### src/rtl/fdtd_step_sched_if.sv
// Handshake bundle between the FDTD step scheduler and its host/accelerator side.
// The scheduler uses the master view; the surrounding logic (or a bench) uses slave.
interface fdtd_step_sched_if #(
    parameter int STEP_CNT_WIDTH = 16
);
    logic                      start;
    logic                      abort;
    logic [STEP_CNT_WIDTH-1:0] num_steps;
    logic                      buffer_done;
    logic                      wrt_hy_start;
    logic                      wrt_ez_start;
    logic                      wrt_src_start;
    logic                      mem_rd_end;

    logic                      buffer_hy_start;
    logic                      buffer_ez_start;
    logic                      calc_hy_flg;
    logic                      calc_ez_flg;
    logic                      calc_src_flg;
    logic                      busy;
    logic                      done;
    logic                      timeout;
    logic [STEP_CNT_WIDTH-1:0] step_cnt;
    logic [3:0]                state;

    modport master (
        input  start, abort, num_steps, buffer_done, wrt_hy_start, wrt_ez_start,
               wrt_src_start, mem_rd_end,
        output buffer_hy_start, buffer_ez_start, calc_hy_flg, calc_ez_flg, calc_src_flg,
               busy, done, timeout, step_cnt, state
    );

    modport slave (
        output start, abort, num_steps, buffer_done, wrt_hy_start, wrt_ez_start,
               wrt_src_start, mem_rd_end,
        input  buffer_hy_start, buffer_ez_start, calc_hy_flg, calc_ez_flg, calc_src_flg,
               busy, done, timeout, step_cnt, state
    );
endinterface

### src/rtl/fdtd_step_sched.sv
// FDTD time-step scheduler: walks load/update/write-back phases per step, counts
// steps up to a latched limit, with a per-phase watchdog and abort.
module fdtd_step_sched #(
    parameter int TIME_STEPS     = 50,
    parameter int STEP_CNT_WIDTH = 16,
    parameter int TIMEOUT_WIDTH  = 16
) (
    input  logic              clk,
    input  logic              rst_n,
    fdtd_step_sched_if.master bus
);
    typedef enum logic [3:0] {
        S_IDLE     = 4'd0,
        S_LD_HY    = 4'd1,
        S_LD_EZ    = 4'd2,
        S_CALC_HY  = 4'd3,
        S_WB_HY    = 4'd4,
        S_CALC_EZ  = 4'd5,
        S_CALC_SRC = 4'd6,
        S_WB_EZ    = 4'd7,
        S_NEXT     = 4'd8,
        S_DONE     = 4'd9,
        S_ERR      = 4'd10
    } state_t;

    localparam logic [TIMEOUT_WIDTH-1:0]  WD_ALL        = '1;
    localparam logic [STEP_CNT_WIDTH-1:0] DEFAULT_LIMIT = STEP_CNT_WIDTH'(TIME_STEPS);
    // Strobe bit gi fires on entry to the state in nibble gi.
    localparam logic [19:0] STROBE_STATES = {S_CALC_SRC, S_CALC_EZ, S_CALC_HY, S_LD_EZ, S_LD_HY};

    state_t                    state_reg, state_next;
    logic [TIMEOUT_WIDTH-1:0]  wd_reg, wd_next, wd_inc;
    logic [STEP_CNT_WIDTH-1:0] step_reg, step_next, step_inc;
    logic [STEP_CNT_WIDTH-1:0] limit_reg, limit_next;
    logic                      timeout_reg, timeout_next;
    logic                      done_reg, done_next;
    logic                      busy_reg, busy_next;
    logic [4:0]                strobe_reg, strobe_next;
    logic                      exit_hit, in_wait, entering;

    assign wd_inc   = wd_reg + 1'b1;
    assign step_inc = step_reg + 1'b1;

    always_comb begin
        exit_hit = 1'b0;
        in_wait  = 1'b1;
        case (state_reg)
            S_LD_HY, S_LD_EZ: exit_hit = bus.buffer_done;
            S_CALC_HY:        exit_hit = bus.wrt_hy_start;
            S_WB_HY, S_WB_EZ: exit_hit = bus.mem_rd_end;
            S_CALC_EZ:        exit_hit = bus.wrt_ez_start;
            S_CALC_SRC:       exit_hit = bus.wrt_src_start;
            default:          in_wait  = 1'b0;
        endcase
    end

    always_comb begin
        state_next   = state_reg;
        limit_next   = limit_reg;
        step_next    = step_reg;
        timeout_next = timeout_reg;
        if (bus.abort) begin
            state_next = S_IDLE;
        end else begin
            case (state_reg)
                S_IDLE, S_DONE, S_ERR: begin
                    if (bus.start) begin
                        state_next   = S_LD_HY;
                        limit_next   = (bus.num_steps == '0) ? DEFAULT_LIMIT : bus.num_steps;
                        step_next    = '0;
                        timeout_next = 1'b0;
                    end
                end
                S_NEXT: begin
                    step_next  = step_inc;
                    state_next = (step_inc == limit_reg) ? S_DONE : S_LD_HY;
                end
                default: begin
                    if (exit_hit) begin
                        case (state_reg)
                            S_LD_HY:    state_next = S_LD_EZ;
                            S_LD_EZ:    state_next = S_CALC_HY;
                            S_CALC_HY:  state_next = S_WB_HY;
                            S_WB_HY:    state_next = S_CALC_EZ;
                            S_CALC_EZ:  state_next = S_CALC_SRC;
                            S_CALC_SRC: state_next = S_WB_EZ;
                            S_WB_EZ:    state_next = S_NEXT;
                            default:    state_next = state_reg;
                        endcase
                    end else if (wd_inc == WD_ALL) begin
                        state_next   = S_ERR;
                        timeout_next = 1'b1;
                    end
                end
            endcase
        end
        entering  = (state_next != state_reg);
        wd_next   = (entering || !in_wait) ? '0 : wd_inc;
        done_next = entering && (state_next == S_DONE);
        busy_next = !((state_next == S_IDLE) || (state_next == S_DONE) || (state_next == S_ERR));
    end

    for (genvar gi = 0; gi < 5; gi++) begin : g_strobe
        assign strobe_next[gi] = (state_next == state_t'(STROBE_STATES[gi*4 +: 4])) &&
                                 (state_reg != state_next);
    end

    always_ff @(posedge clk or negedge rst_n) begin
        if (!rst_n) begin
            state_reg   <= S_IDLE;
            wd_reg      <= '0;
            step_reg    <= '0;
            limit_reg   <= '0;
            timeout_reg <= 1'b0;
            done_reg    <= 1'b0;
            busy_reg    <= 1'b0;
            strobe_reg  <= '0;
        end else begin
            state_reg   <= state_next;
            wd_reg      <= wd_next;
            step_reg    <= step_next;
            limit_reg   <= limit_next;
            timeout_reg <= timeout_next;
            done_reg    <= done_next;
            busy_reg    <= busy_next;
            strobe_reg  <= strobe_next;
        end
    end

    assign bus.buffer_hy_start = strobe_reg[0];
    assign bus.buffer_ez_start = strobe_reg[1];
    assign bus.calc_hy_flg     = strobe_reg[2];
    assign bus.calc_ez_flg     = strobe_reg[3];
    assign bus.calc_src_flg    = strobe_reg[4];
    assign bus.busy            = busy_reg;
    assign bus.done            = done_reg;
    assign bus.timeout         = timeout_reg;
    assign bus.step_cnt        = step_reg;
    assign bus.state           = state_reg;
endmodule

### src/flat_wrapper.sv
// flat-port wrapper written by rule: the top's interface ports become plain ports
module fdtd_step_sched_flat 
#(
    parameter int TIME_STEPS     = 50,
    parameter int STEP_CNT_WIDTH = 16,
    parameter int TIMEOUT_WIDTH  = 16
)
  (clk, rst_n, bus_start, bus_abort, bus_num_steps, bus_buffer_done, bus_wrt_hy_start, bus_wrt_ez_start, bus_wrt_src_start, bus_mem_rd_end, bus_buffer_hy_start, bus_buffer_ez_start, bus_calc_hy_flg, bus_calc_ez_flg, bus_calc_src_flg, bus_busy, bus_done, bus_timeout, bus_step_cnt, bus_state);
  fdtd_step_sched_if #(.STEP_CNT_WIDTH(STEP_CNT_WIDTH)) bus_i ();
  input  logic clk;
  input  logic rst_n;
  input wire logic [$bits(bus_i.start)-1:0] bus_start;
  input wire logic [$bits(bus_i.abort)-1:0] bus_abort;
  input wire logic [$bits(bus_i.num_steps)-1:0] bus_num_steps;
  input wire logic [$bits(bus_i.buffer_done)-1:0] bus_buffer_done;
  input wire logic [$bits(bus_i.wrt_hy_start)-1:0] bus_wrt_hy_start;
  input wire logic [$bits(bus_i.wrt_ez_start)-1:0] bus_wrt_ez_start;
  input wire logic [$bits(bus_i.wrt_src_start)-1:0] bus_wrt_src_start;
  input wire logic [$bits(bus_i.mem_rd_end)-1:0] bus_mem_rd_end;
  output wire logic [$bits(bus_i.buffer_hy_start)-1:0] bus_buffer_hy_start;
  output wire logic [$bits(bus_i.buffer_ez_start)-1:0] bus_buffer_ez_start;
  output wire logic [$bits(bus_i.calc_hy_flg)-1:0] bus_calc_hy_flg;
  output wire logic [$bits(bus_i.calc_ez_flg)-1:0] bus_calc_ez_flg;
  output wire logic [$bits(bus_i.calc_src_flg)-1:0] bus_calc_src_flg;
  output wire logic [$bits(bus_i.busy)-1:0] bus_busy;
  output wire logic [$bits(bus_i.done)-1:0] bus_done;
  output wire logic [$bits(bus_i.timeout)-1:0] bus_timeout;
  output wire logic [$bits(bus_i.step_cnt)-1:0] bus_step_cnt;
  output wire logic [$bits(bus_i.state)-1:0] bus_state;
  assign bus_i.start = bus_start;
  assign bus_i.abort = bus_abort;
  assign bus_i.num_steps = bus_num_steps;
  assign bus_i.buffer_done = bus_buffer_done;
  assign bus_i.wrt_hy_start = bus_wrt_hy_start;
  assign bus_i.wrt_ez_start = bus_wrt_ez_start;
  assign bus_i.wrt_src_start = bus_wrt_src_start;
  assign bus_i.mem_rd_end = bus_mem_rd_end;
  assign bus_buffer_hy_start = bus_i.buffer_hy_start;
  assign bus_buffer_ez_start = bus_i.buffer_ez_start;
  assign bus_calc_hy_flg = bus_i.calc_hy_flg;
  assign bus_calc_ez_flg = bus_i.calc_ez_flg;
  assign bus_calc_src_flg = bus_i.calc_src_flg;
  assign bus_busy = bus_i.busy;
  assign bus_done = bus_i.done;
  assign bus_timeout = bus_i.timeout;
  assign bus_step_cnt = bus_i.step_cnt;
  assign bus_state = bus_i.state;
  fdtd_step_sched #(.TIME_STEPS(TIME_STEPS), .STEP_CNT_WIDTH(STEP_CNT_WIDTH), .TIMEOUT_WIDTH(TIMEOUT_WIDTH)) u_core (.clk(clk), .rst_n(rst_n), .bus(bus_i));
endmodule
### config.mk
export PLATFORM = sky130hd
export DESIGN_NAME = fdtd_step_sched_flat
export DESIGN_NICKNAME = d
export VERILOG_FILES = /design/src/rtl/fdtd_step_sched_if.sv /design/src/rtl/fdtd_step_sched.sv /design/src/flat_wrapper.sv
export SDC_FILE = /design/constraint.sdc
export NUM_CORES = 1
export LEC_CHECK = 0
export CORE_MARGIN = 2
export CORE_UTILIZATION = 40
export CTS_CLUSTER_DIAMETER = 80
export DETAILED_ROUTE_END_ITERATION = 8
export GPL_TIMING_DRIVEN = 0
export PLACE_DENSITY_LB_ADDON = 0.08
export SYNTH_ARGS = -nofsm -noshare
export SYNTH_HDL_FRONTEND = slang
export SYNTH_SLANG_ARGS = --single-unit
### constraint.sdc
create_clock -name clk -period 3.4 [get_ports clk]
set_input_delay 0.85 -clock clk [delete_from_list [all_inputs] [get_ports clk]]
set_output_delay 0.85 -clock clk [all_outputs]
set_load 0.02 [all_outputs]
==> reports/metrics.csv <==
metric;value;unit
maxCapViolCount;0;
synth.most_common_cell;dfrtp_1;
synth_top_family_by_area;simple AND/OR/NAND/NOR gates;
p_seq_frac;0.363;
ys_warn_count;0;
grt_pass1_vias;3136;
gp_congestion;0.895;
path_max_fanout;10;
min_path_type;in2async;
dr.pass1.iters;4;
path_class;in2reg;
drt_iter0_drc;116;
p_int;0.00167;W
synth_enable_flop_cells;0;
cp_data_arrival_time;3.46;ns
fin_tns_setup;0;ns
ys_seq_area_frac;0.400;
die_area;0.0102;mm²
hold_violations;0;
reg2reg_to;u_core.wd_reg[11]$_DFF_PN0_;
clock_path_buffers;2;
syn_area_per_cell;9.18;µm²
finClkSkew;0.0102;ns
synthAdderAreaFrac;0.0100;
synth_common_cells;dfrtp_1, o21ai_0, nor3_1, nand2_1, nor2_1;
grt.total_usage;0.205;
synth_xor_area_frac;0.0817;
cts_resized;0;
cts_tree;built;
layout.nets;501;
grt_pass1_wl;16.3;mm
area_delta_synth_final;23.0;%
power_frac_comb;0.424;
dieWidth;101;µm
wl_per_cell;16.3;µm
antenna_cells;0;
drv_slew;0;
synthMuxAreaShare;0.0570;
vdd_drop_max;0.359;mV
end_kind;register;
r2r_cells;11;
synth_compound_area_frac;0.154;
ios;53;
drcViolationCount;0;
num_vias;3305;
synthSimpleGateAreaFrac;0.260;
drive_above_1_share;0.134;
htree_levels;3;
rsz0062_at_grt;false;
worstSkewPairLatency;0.34;ns
synth_top_cell_area_share;0.400;
syn_area;0.00375;mm²
die-height;101;µm
synth-main-ff-cell;dfrtp_1;
p_leak;1.86;nW
synth_top_area_cell;dfrtp_1;
synth_area_leaders;dfrtp_1, o21ai_0, xnor2_1;
postCtsSetupRepairBufs;0;
reg2reg_from;u_core.bus.step_cnt[1]$_DFFE_PN0P_;
tightest_slew;1.15;ns
wl;9.60;mm
syn_nets;437;
worst_ep_required_time;3.63;ns
fin_crit_sh;0.949;
clock_sinks;60;
p_sw_frac;0.405;
ys_ff_latch;60;
cts_hold_buf;0;
vias_per_cell;5.62;
relSlewSlack;0.227;
drtAntennaViolNets;0;
clockPowerShare;0.213;
min_period;3.23;ns
place_hpwl;7.01;mm
p_per_area;609;mW/mm²
clk_pin_slew_worst_paths;0.08;ns
design_area;0.00462;mm²
synthArstFlopShare;1.00;
core;0.00915;mm²
grt_antenna_before_repair;0;
syn_inst;409;
synth_cell_types;67;
grt_max_degree;40;
worst_slack;0.175;ns
cts_buffers;9;
placed_area;0.00443;mm²
post-place-ws;-0.188;ns
cp-start-kind;input port;
start_util;0.410;
portBuffers;52;
outcome;finished clean;
r2r_slack;0.24;ns
startpoint;bus_mem_rd_end;
setup_viol_count_final;0;
rows;35;
root_buffer;clkbuf_8;
overflow;0;
fmax;310;MHz
p_sw;0.00114;W
how the worst max path moves through the flow:
stage	slack [ns]	endpoint	cells past startpoint
finish	0.17	u_core.strobe_reg[0]$_DFF_PN0_	9
global route	0.01	u_core.wd_reg[11]$_DFF_PN0_	11
CTS	0.12	u_core.wd_reg[11]$_DFF_PN0_	11
detailed placement	-0.19	u_core.wd_reg[12]$_DFF_PN0_	9
global placement	-0.56	u_core.limit_reg[10]$_DFFE_PN0P_	1
floorplan	0.59	u_core.strobe_reg[0]$_DFF_PN0_	8
cell usage in the layout (no fill, tap or decap), drive strengths merged, types with 16 or more instances in the layout:
cell,n
nor2,32
clkbuf,26
a21oi,18
clkdlybuf4s50,51
o21ai,35
nand2,32
nor3,33
xnor2,19
dfrtp,60
xor2,16
cells by family (layout without fill, tap and decap cells):
kind of cell	count (synthesis)	in the layout
fa+ha+maj	3	3
buf+inv	32	100
flops	60	60
simple gates	170	170
compound gates	91	91
mux	18	18
xor+xnor	35	35
critical path: stages:
cell	delay, ns
clkdlybuf4s50_1	0.50
mux2i_1	0.08
mux4_2	0.49
nor2_2	0.22
nand3b_2	0.21
a21oi_1	0.09
or4b_1	0.57
buf_2	0.21
and4_2	0.24
power by group through the flow:
| stage | combinational (W) | sequential [W] | clock, W |
|---|---|---|---|
| final | 0.00119 | 0.00102 | 0.000599 |
| after CTS | 0.00119 | 0.00102 | 0.000615 |
| after global routing | 0.00133 | 0.00104 | 0.000655 |
| after detailed placement | 0.00118 | 0.00103 | 0 |
| after floorplan | 0.000814 | 0.00102 | 0 |
| after global placement | 0.00117 | 0.00103 | 0 |
area by class of cell:
cell class                      count  area [µm²]
Tap cell                          111         139
Fill cell                         886        4540
Sequential cell                    60        1500
Inverter                            8        30.0
Clock inverter                      4        25.0
Multi-Input combinational cell    317        2120
Clock buffer                       11         151
Buffer                             24         110
Timing Repair Buffer               53         536
per-stage QoR:
stage                     total power, W  hold slack, ns  std cells   util
after detailed placement         0.00221           0.483        573  0.484
after global routing             0.00302           0.501        588  0.504
after global placement           0.00220           0.486        572  0.482
final                            0.00281           0.479        588  0.504
after floorplan                  0.00183           0.470        409      -
after CTS                        0.00282           0.486        588  0.503
metal layers:
layer,vias up,GRT usage,part of all wire
met2,77,0.286,0.41
li1,1638,-,-
met4,0,0.0485,0.011
met5,-,0,0
met3,8,0.0499,0.052
met1,1582,0.317,0.52
Power figures use the tool's default switching activity.
